[config.mk]
export PLATFORM = sky130hd
export DESIGN_NAME = matrix_load_sequencer_flat
export DESIGN_NICKNAME = d
export VERILOG_FILES = /design/src/rtl/matrix_load_sequencer_if.sv /design/src/rtl/matrix_load_sequencer.sv /design/src/flat_wrapper.sv
export SDC_FILE = /design/constraint.sdc
export NUM_CORES = 1
export LEC_CHECK = 0
export CORE_UTILIZATION = 45
export CTS_CLUSTER_SIZE = 14
export DETAILED_ROUTE_END_ITERATION = 8
export DONT_BUFFER_PORTS = 1
export GPL_TIMING_DRIVEN = 1
export PLACE_DENSITY = 0.62
export SLEW_MARGIN = 20
export SYNTH_ARGS = -nofsm -noshare
export SYNTH_HDL_FRONTEND = slang
export SYNTH_SLANG_ARGS = --single-unit
[constraint.sdc]
create_clock -name clk -period 2.5 [get_ports clk]
set_clock_uncertainty 0.15 [all_clocks]
set_input_delay 0.375 -clock clk [delete_from_list [all_inputs] [get_ports clk]]
set_output_delay 0.375 -clock clk [all_outputs]
set_load 0.05 [all_outputs]
[src/rtl/matrix_load_sequencer_if.sv]
// Memory request/response and element-stream signals of the matrix load sequencer.
// master = sequencer side, slave = memory responder / matrix core side.
interface matrix_load_sequencer_if #(
    parameter int unsigned DATA_WIDTH = 8,
    parameter int unsigned ADDR_WIDTH = 8
);
    logic                  req_vld;
    logic                  req_rdy;
    logic [1:0]            req_cfg;
    logic [ADDR_WIDTH-1:0] req_addr;
    logic                  rsp_vld;
    logic                  rsp_rdy;
    logic [DATA_WIDTH-1:0] rsp_data;
    logic                  out_vld;
    logic                  out_rdy;
    logic [DATA_WIDTH-1:0] out_data;
    logic                  out_last;

    modport master (
        output req_vld, req_cfg, req_addr, rsp_rdy, out_vld, out_data, out_last,
        input  req_rdy, rsp_vld, rsp_data, out_rdy
    );

    modport slave (
        input  req_vld, req_cfg, req_addr, rsp_rdy, out_vld, out_data, out_last,
        output req_rdy, rsp_vld, rsp_data, out_rdy
    );
endinterface

[src/rtl/matrix_load_sequencer.sv]
// Issues credit-limited element reads for one load command and streams the responses in order.
// Optional macro MLS_STALL_CNT_EN builds a saturating request-stall counter on stall_cycles.
module matrix_load_sequencer #(
    parameter int unsigned DATA_WIDTH      = 8,
    parameter int unsigned ADDR_WIDTH      = 8,
    parameter int unsigned MAT_DIM         = 4,
    parameter int unsigned X_DEPTH         = 4,
    parameter int unsigned MAX_OUTSTANDING = 2
) (
    input  logic                  clk,
    input  logic                  rst_n,
    input  logic                  cmd_start,
    input  logic [1:0]            cmd_cfg,
    input  logic [ADDR_WIDTH-1:0] cmd_base,
    output logic                  busy,
    output logic                  done,
    output logic                  err,
    output logic [15:0]           stall_cycles,
    matrix_load_sequencer_if.master bus
);

    localparam int unsigned WTotal   = MAT_DIM * MAT_DIM;
    localparam int unsigned MaxTotal = (WTotal > X_DEPTH) ? WTotal : X_DEPTH;
    localparam int unsigned CntW     = $clog2(MaxTotal + 1);
    localparam int unsigned OcW      = $clog2(MAX_OUTSTANDING + 1);
    localparam int unsigned PtrW     = (MAX_OUTSTANDING > 1) ? $clog2(MAX_OUTSTANDING) : 1;
    localparam logic [1:0]  CfgIllegal = 2'd3;

    typedef enum logic [1:0] {StIdle, StIssue, StDrain, StDone} state_e;

    state_e                state_q, state_d;
    logic [1:0]            cfg_q;
    logic [ADDR_WIDTH-1:0] base_q;
    logic [CntW-1:0]       issue_cnt_q, out_cnt_q;
    logic [CntW-1:0]       total, total_m1;
    logic [OcW-1:0]        inflight_q, inflight_d;
    logic [OcW-1:0]        fifo_cnt_q, fifo_cnt_d;
    logic [PtrW-1:0]       wr_ptr_q, rd_ptr_q;
    logic [DATA_WIDTH-1:0] mem_q [MAX_OUTSTANDING];
    logic                  err_q;

    logic accept, credit_ok, req_vld_c, req_fire, push, pop, rsp_bad, out_vld_c;

    function automatic logic [PtrW-1:0] ptr_inc(input logic [PtrW-1:0] p);
        return (p == PtrW'(MAX_OUTSTANDING - 1)) ? '0 : p + PtrW'(1);
    endfunction

    always_comb begin
        case (cfg_q)
            2'd0:    total = CntW'(WTotal);
            default: total = CntW'(X_DEPTH);
        endcase
        total_m1 = total - CntW'(1);
    end

    // Buffered responses hold credits too, so the FIFO can never overflow.
    assign credit_ok = ({1'b0, inflight_q} + {1'b0, fifo_cnt_q}) < (OcW + 1)'(MAX_OUTSTANDING);

    assign req_fire  = req_vld_c && bus.req_rdy;
    assign push      = bus.rsp_vld && (state_q != StIdle) && (inflight_q != '0);
    assign rsp_bad   = bus.rsp_vld && !push;
    assign out_vld_c = (fifo_cnt_q != '0);
    assign pop       = out_vld_c && bus.out_rdy;

    assign bus.req_vld  = req_vld_c;
    assign bus.req_cfg  = cfg_q;
    assign bus.req_addr = base_q + ADDR_WIDTH'(issue_cnt_q);
    assign bus.rsp_rdy  = 1'b1;
    assign bus.out_vld  = out_vld_c;
    assign bus.out_data = mem_q[rd_ptr_q];
    assign bus.out_last = out_vld_c && (out_cnt_q == total_m1);
    assign err          = err_q;

    always_comb begin
        state_d   = state_q;
        accept    = 1'b0;
        req_vld_c = 1'b0;
        busy      = (state_q != StIdle);
        done      = (state_q == StDone);
        unique case (state_q)
            StIdle: begin
                if (cmd_start) begin
                    accept  = 1'b1;
                    state_d = (cmd_cfg == CfgIllegal) ? StDone : StIssue;
                end
            end
            StIssue: begin
                req_vld_c = (issue_cnt_q < total) && credit_ok;
                if (req_vld_c && bus.req_rdy && (issue_cnt_q == total_m1)) state_d = StDrain;
            end
            StDrain: begin
                if (pop && (out_cnt_q == total_m1)) state_d = StDone;
            end
            StDone:  state_d = StIdle;
            default: state_d = StIdle;
        endcase
    end

    always_comb begin
        inflight_d = inflight_q;
        case ({req_fire, push})
            2'b10:   inflight_d = inflight_q + OcW'(1);
            2'b01:   inflight_d = inflight_q - OcW'(1);
            default: inflight_d = inflight_q;
        endcase
        fifo_cnt_d = fifo_cnt_q;
        case ({push, pop})
            2'b10:   fifo_cnt_d = fifo_cnt_q + OcW'(1);
            2'b01:   fifo_cnt_d = fifo_cnt_q - OcW'(1);
            default: fifo_cnt_d = fifo_cnt_q;
        endcase
    end

    always_ff @(posedge clk or negedge rst_n) begin
        if (!rst_n) state_q <= StIdle;
        else        state_q <= state_d;
    end

    always_ff @(posedge clk or negedge rst_n) begin
        if (!rst_n) begin
            cfg_q       <= '0;
            base_q      <= '0;
            issue_cnt_q <= '0;
            out_cnt_q   <= '0;
            inflight_q  <= '0;
            fifo_cnt_q  <= '0;
            wr_ptr_q    <= '0;
            rd_ptr_q    <= '0;
            err_q       <= 1'b0;
            for (int i = 0; i < MAX_OUTSTANDING; i++) mem_q[i] <= '0;
        end else begin
            inflight_q <= inflight_d;
            fifo_cnt_q <= fifo_cnt_d;
            if (accept) begin
                if (cmd_cfg != CfgIllegal) begin
                    cfg_q  <= cmd_cfg;
                    base_q <= cmd_base;
                end
                issue_cnt_q <= '0;
                out_cnt_q   <= '0;
                err_q       <= (cmd_cfg == CfgIllegal) || rsp_bad;
            end else begin
                if (req_fire) issue_cnt_q <= issue_cnt_q + CntW'(1);
                if (pop)      out_cnt_q   <= out_cnt_q + CntW'(1);
                if (rsp_bad)  err_q       <= 1'b1;
            end
            if (push) begin
                mem_q[wr_ptr_q] <= bus.rsp_data;
                wr_ptr_q        <= ptr_inc(wr_ptr_q);
            end
            if (pop) rd_ptr_q <= ptr_inc(rd_ptr_q);
        end
    end

`ifdef MLS_STALL_CNT_EN
    logic [15:0] stall_q;

    always_ff @(posedge clk or negedge rst_n) begin
        if (!rst_n) begin
            stall_q <= '0;
        end else if (accept) begin
            stall_q <= '0;
        end else if (req_vld_c && !bus.req_rdy && (stall_q != 16'hFFFF)) begin
            stall_q <= stall_q + 16'd1;
        end
    end

    assign stall_cycles = stall_q;
`else
    assign stall_cycles = '0;
`endif

endmodule

[src/flat_wrapper.sv]
// flat-port wrapper written by rule: the top's interface ports become plain ports
module matrix_load_sequencer_flat 
#(
    parameter int unsigned DATA_WIDTH      = 8,
    parameter int unsigned ADDR_WIDTH      = 8,
    parameter int unsigned MAT_DIM         = 4,
    parameter int unsigned X_DEPTH         = 4,
    parameter int unsigned MAX_OUTSTANDING = 2
)
  (clk, rst_n, cmd_start, cmd_cfg, cmd_base, busy, done, err, stall_cycles, bus_req_vld, bus_req_cfg, bus_req_addr, bus_rsp_rdy, bus_out_vld, bus_out_data, bus_out_last, bus_req_rdy, bus_rsp_vld, bus_rsp_data, bus_out_rdy);
  matrix_load_sequencer_if #(.DATA_WIDTH(DATA_WIDTH), .ADDR_WIDTH(ADDR_WIDTH)) bus_i ();
  input  logic clk;
  input  logic rst_n;
  input  logic cmd_start;
  input  logic [1:0] cmd_cfg;
  input  logic [ADDR_WIDTH-1:0] cmd_base;
  output logic busy;
  output logic done;
  output logic err;
  output logic [15:0] stall_cycles;
  output wire logic [$bits(bus_i.req_vld)-1:0] bus_req_vld;
  output wire logic [$bits(bus_i.req_cfg)-1:0] bus_req_cfg;
  output wire logic [$bits(bus_i.req_addr)-1:0] bus_req_addr;
  output wire logic [$bits(bus_i.rsp_rdy)-1:0] bus_rsp_rdy;
  output wire logic [$bits(bus_i.out_vld)-1:0] bus_out_vld;
  output wire logic [$bits(bus_i.out_data)-1:0] bus_out_data;
  output wire logic [$bits(bus_i.out_last)-1:0] bus_out_last;
  input wire logic [$bits(bus_i.req_rdy)-1:0] bus_req_rdy;
  input wire logic [$bits(bus_i.rsp_vld)-1:0] bus_rsp_vld;
  input wire logic [$bits(bus_i.rsp_data)-1:0] bus_rsp_data;
  input wire logic [$bits(bus_i.out_rdy)-1:0] bus_out_rdy;
  assign bus_req_vld = bus_i.req_vld;
  assign bus_req_cfg = bus_i.req_cfg;
  assign bus_req_addr = bus_i.req_addr;
  assign bus_rsp_rdy = bus_i.rsp_rdy;
  assign bus_out_vld = bus_i.out_vld;
  assign bus_out_data = bus_i.out_data;
  assign bus_out_last = bus_i.out_last;
  assign bus_i.req_rdy = bus_req_rdy;
  assign bus_i.rsp_vld = bus_rsp_vld;
  assign bus_i.rsp_data = bus_rsp_data;
  assign bus_i.out_rdy = bus_out_rdy;
  matrix_load_sequencer #(.DATA_WIDTH(DATA_WIDTH), .ADDR_WIDTH(ADDR_WIDTH), .MAT_DIM(MAT_DIM), .X_DEPTH(X_DEPTH), .MAX_OUTSTANDING(MAX_OUTSTANDING)) u_core (.clk(clk), .rst_n(rst_n), .cmd_start(cmd_start), .cmd_cfg(cmd_cfg), .cmd_base(cmd_base), .busy(busy), .done(done), .err(err), .stall_cycles(stall_cycles), .bus(bus_i));
endmodule
# [After elaboration in Yosys (flattened, before gate mapping)]
# Index checks and enable logic that the tools add are counted.
[op_classes] n_reduce_logical=25 n_div=0 multipliers=0 n_eq_ne=14 muxes=25 shift=0 addsub=11 bitwise=2 order_cmp=5
[ops] operator="8-bit 2-to-1 mux" count=4
[ops] operator="5-bit 2-to-1 mux" count=5
[ops] operator="16-bit bitwise mux" count=1
[ops] operator="2-bit nonzero test" count=8
[ops] operator="1-bit logical AND" count=11
[ops] operator="5-bit by 1-bit adder with 5-bit output, second input constant" count=2
[ops] operator="2-bit equality test, second input constant" count=5
[ops] operator="5-bit equality test" count=2
[ops] operator="8-bit by 5-bit adder with 8-bit output" count=1
[ops] operator="8-bit demux with 1-bit select" count=1
[ops] operator="2-bit 2-to-1 mux" count=4
[ops] operator="2-bit case mux with 2 select lines" count=2
[ops] operator="2-bit case mux with 4 select lines" count=1
[ops] operator="1-bit 2-to-1 mux" count=7
[ops] operator="2-bit by 1-bit equality test with 1-bit output, second input constant" count=3
[ops] operator="5-bit < comparator" count=1
[ops] operator="5-bit by 1-bit subtractor with 5-bit output, second input constant" count=1
[ops] operator="2-bit by 1-bit adder with 2-bit output, second input constant" count=2
[ops] operator="2-bit >= comparator, second input constant" count=2
[ops] operator="2-bit zero test" count=2
[ops] operator="2-bit by 1-bit inequality test with 1-bit output, second input constant" count=2
[ops] operator="2-bit inequality test, second input constant" count=2
[ops] operator="1-bit NOT with 2-bit output" count=2
[ops] operator="2-bit by 1-bit subtractor with 2-bit output, second input constant" count=2
[ops] operator="8 further kinds" count=9
[totals] memories=0 ramBits=0 latch_bits=0 out_inout_bits=41 mem_bits_ro=0 regBits=45 in_bits=24

# [Longest topological paths before layout]
[depth] ltp_word=8 ltp_mapped=9

# [Worst setup path after synthesis]
# No wires, ideal clock.
[synth_timing] kind="reg2out" startpoint="register u_core.issue_cnt_q[1]" endpoint="output port bus_req_addr[7]" required_time_ps=1975 arrival_ps=3018 path_stages_with_launch=6 path_slack_ps=-1043 cell_sequence="dfrtp_1 ha_1 a21o_1 a21oi_1 o21ai_0 o311ai_0"
[synth_via] elab_chain_len=1
[synth_rtl] item="start: declaration" line_no="matrix_load_sequencer.sv:34" source="logic [CntW-1:0] issue_cnt_q, out_cnt_q;"
[synth_rtl] item="start signal: assignment" line_no="matrix_load_sequencer.sv:143" source="if (req_fire) issue_cnt_q <= issue_cnt_q + CntW'(1);"
[synth_rtl] item="8-bit by 5-bit adder with 8-bit output" line_no="matrix_load_sequencer.sv:67" source="assign bus.req_addr = base_q + ADDR_WIDTH'(issue_cnt_q);"
[synth_rtl] item="end: declaration" line_no="flat_wrapper.sv:23" source="output wire logic [$bits(bus_i.req_addr)-1:0] bus_req_addr;"
# No other way between the ends.

# [Final worst setup path]
[layout_timing] startpoint="register u_core.base_q[0]" endpoint="output port bus_req_addr[6]"
[layout_via] elab_chain_len=1
[layout_rtl] item="start: declaration" line_no="matrix_load_sequencer.sv:33" source="logic [ADDR_WIDTH-1:0] base_q;"
[layout_rtl] item="start signal: assignment" line_no="matrix_load_sequencer.sv:137" source="base_q <= cmd_base;"
[layout_rtl] item="8-bit by 5-bit adder with 8-bit output" line_no="matrix_load_sequencer.sv:67"
# No other way between the ends.

==> results.json <==
{
  "status": "complete, but fails checks",
  "violations": "negative setup slack",
  "clkSinkCount": 45,
  "synthSimpleGateAreaFrac_pct": 11.4,
  "synth_xor_area_share_pct": 6.05,
  "crit_path_max_incr_delay_ns": 0.36,
  "ant_nets": 0,
  "core-area_sq_um": 5540,
  "clkTransAtPathRegs_ns": 0.09,
  "routed_wl_mm": 4.49,
  "cp_max_fo": 2,
  "num_rows": 27,
  "r2r_slack_ns": 0.11,
  "post-route-drc-count": 0,
  "crit_buf_inv": 2,
  "hold_class": "in -> reg",
  "synth_top_family_by_area": "multiplexers",
  "cts_buffers": 5,
  "min_path_cells": 2,
  "ioPinCount": 65,
  "placed_cell_area_sq_um": 2830,
  "critPathMostFrequentCell": "o21ai_2",
  "muxShareOfSynthArea_pct": 15.0,
  "worst_setup_path_end_kind": "output port",
  "arrival_ns": 2.04,
  "finalHoldViolCount": 0,
  "cp.required_ns": 1.98,
  "finalSetupViolCount": 2,
  "num_vias": 1653,
  "final_net_count": 306,
  "wl_per_cell_um": 13.3,
  "design_area_sq_um": 3050,
  "fin_crit_sh_pct": 103,
  "rsz0062_at_grt": "true",
  "crit_type": "reg -> out",
  "clockRootBuffer": "clkbuf_8",
  "hpwlAfterDp_mm": 3.27,
  "dieArea_sq_um": 6100,
  "ys_seq_elements": 45,
  "drt_iter0_drc": 48,
  "synthArstFlopShare_pct": 100,
  "insertion_delay_ns": 0.30,
  "slew_violations": 0,
  "die_x_um": 78.1,
  "slowest_stage": "dfrtp_1",
  "synth-compound-area-share_pct": 6.87,
  "ys_types": 42,
  "synth_area_sq_um": 2610,
  "synth_edf_count": 0,
  "path_depth": 9,
  "gr-total-overflow": 0,
  "r2r_cells": 9,
  "cts_max_level": 2,
  "crit_family": "adder cells",
  "routabilityCongestion": 0.754,
  "fmax_mhz": 389,
  "drive_gt1_share_pct": 35.1,
  "clock_path_buffers": 2,
  "synth_adder_area_share_pct": 9.22,
  "path_cells": "ha_2 -> inv_2 -> fa_2 -> nor2b_2 -> o21ai_2 -> a21boi_2 -> o21ai_2 -> xnor2_4 -> buf_12",
  "grt_max_degree": 46,
  "synth-main-ff-cell": "dfrtp_1",
  "place_inst": 323,
  "area_growth_pct": 16.9,
  "grt.total_usage_pct": 16.2,
  "cts_tree": "done",
  "max_cap_violations": 0,
  "fin_ws_ns": -0.0677,
  "synth-seq-area-share_pct": 43.2,
  "fin_util_pct": 55.0,
  "antenna_found_initial": 0,
  "yosys_warnings": 0,
  "syn_avg_cell_area_sq_um": 11.0,
  "synthCells": 237,
  "grt_pass1_vias": 1701,
  "fin_cells": 337,
  "min_period_ns": 2.57,
  "diodes": 0,
  "start_util_pct": 47.0,
  "die_h_um": 78.1,
  "via_per_inst": 4.91,
  "startpoint_type": "register",
  "first_pass_iters": 4,
  "port-buffer-count": 0,
  "grt_pass1_wl_mm": 7.70
}
cells by family after synthesis:
| family | count (synthesis) |
|---|---|
| other cells | 2 |
| xor+xnor | 18 |
| fa+ha+maj | 18 |
| simple gates | 59 |
| mux | 35 |
| buf+inv | 37 |
| flops | 45 |
| compound gates | 23 |
worst reg2reg max path: cells and delay by family (launching register included):
family,cells,cell delay [ns]
flip-flops,1,0.40
adder cells (fa/ha/maj),2,0.69
XOR/XNOR,2,0.27
AO/OA/AOI/OAI,1,0.18
buffers and inverters,1,0.15
AND/OR/NAND/NOR,3,0.43
metrics by stage:
| step | hold WS, ns | TNS (ns) | setup slack, ns |
|---|---|---|---|
| final | 0.0334 | -0.0769 | -0.0677 |
| after global routing | 0.0353 | -0.459 | -0.199 |
| after CTS | 0.0207 | -0.110 | -0.0816 |
| after detailed placement | -0.0691 | 0 | 0.0111 |
| after global placement | -0.0691 | 0 | 0.0469 |
| after floorplan | -0.0706 | -0.00466 | -0.00466 |
placed cells by master, fill, tap and decap left out, types with 2 or more instances in the layout:
| cell | instances |
|---|---|
| a21oi_2 | 2 |
| ha_1 | 14 |
| nor2b_2 | 2 |
| mux2i_1 | 3 |
| xor2_1 | 8 |
| nand4_1 | 3 |
| buf_4 | 19 |
| or3_1 | 3 |
| nor3b_1 | 2 |
| dfrtp_1 | 45 |
| buf_6 | 2 |
| inv_1 | 15 |
| a31oi_1 | 2 |
| o21ai_0 | 3 |
| or2_2 | 2 |
| o21ai_2 | 4 |
| xnor2_1 | 8 |
| clkbuf_8 | 5 |
| conb_1 | 17 |
| nand2_1 | 13 |
| nor2_1 | 22 |
| mux2_2 | 32 |
| nor2_2 | 2 |
| a21oi_1 | 2 |
| buf_12 | 3 |
| clkinv_4 | 2 |
timing repair:
action / in CTS / in global routing
pin swaps: 5 / 10
resized for setup: 10 / 8
cloned: 0 / 0
endpoints found under the setup margin: 5 / 5
hold buffers: 2 / 0
setup buffers: 0 / 4
hold endpoints to repair: 45 / 0
state kept, by name (all words and copies together) (netlist names):
register,count
u_core.mem_q,16
u_core.base_q,8
u_core.issue_cnt_q,5
u_core.out_cnt_q,5
u_core.bus.req_cfg,2
u_core.fifo_cnt_q,2
u_core.inflight_q,2
u_core.state_q,2
u_core.err,1
u_core.rd_ptr_q,1
u_core.wr_ptr_q,1
final timing paths:
kind                                       from                    to
setup / recovery               u_core.base_q[0]       bus_req_addr[6]
hold / removal                      bus_rsp_vld            u_core.err
setup reg to reg           u_core.fifo_cnt_q[0]  u_core.inflight_q[1]
hold reg to reg                u_core.mem_q[12]      u_core.mem_q[12]
max in group asynchronous                 rst_n  u_core.fifo_cnt_q[1]
min in group asynchronous                 rst_n  u_core.fifo_cnt_q[0]
cell type report:
type                            instances  area [sq um]
Fill cell                             473          2490
Multi-Input combinational cell        170          1420
Sequential cell                        45          1130
Timing Repair Buffer                   26           263
Tap cell                               72          90.1
Clock buffer                            5          68.8
Inverter                               16          60.1
Clock inverter                          3          22.5
metal layers:
layer | GRT usage [%] | vias to the layer above | part of all wire [%]
met4 | 4.63 | 0 | 1.2
met3 | 4.19 | 6 | 4.5
met1 | 19.8 | 781 | 45
li1 | - | 824 | -
met5 | 0 | - | 0
met2 | 28.2 | 42 | 49
Yosys cell counts (2+ instances only):
| master | count | area [sq um] |
|---|---|---|
| a31oi_1 | 2 | 12.5 |
| or2_2 | 2 | 12.5 |
| mux2_2 | 32 | 360 |
| or3_1 | 3 | 18.8 |
| xor2_1 | 8 | 70.1 |
| ha_1 | 16 | 200 |
| fa_1 | 2 | 40.0 |
| nand2_1 | 13 | 48.8 |
| buf_4 | 18 | 135 |
| nor3b_1 | 2 | 15.0 |
| nor2_1 | 24 | 90.1 |
| inv_1 | 16 | 60.1 |
| clkbuf_1 | 2 | 7.51 |
| nor2b_1 | 2 | 12.5 |
| nor3_1 | 2 | 10.0 |
| o21ai_0 | 6 | 30.0 |
| mux2i_1 | 3 | 30.0 |
| dfrtp_1 | 45 | 1130 |
| nand4_1 | 3 | 18.8 |
| xnor2_1 | 10 | 87.6 |
| a21oi_1 | 4 | 20.0 |
| conb_1 | 2 | 7.51 |
Power is not shown: default switching activity piles up to over one toggle a cycle in this logic, so the estimate is an artifact.
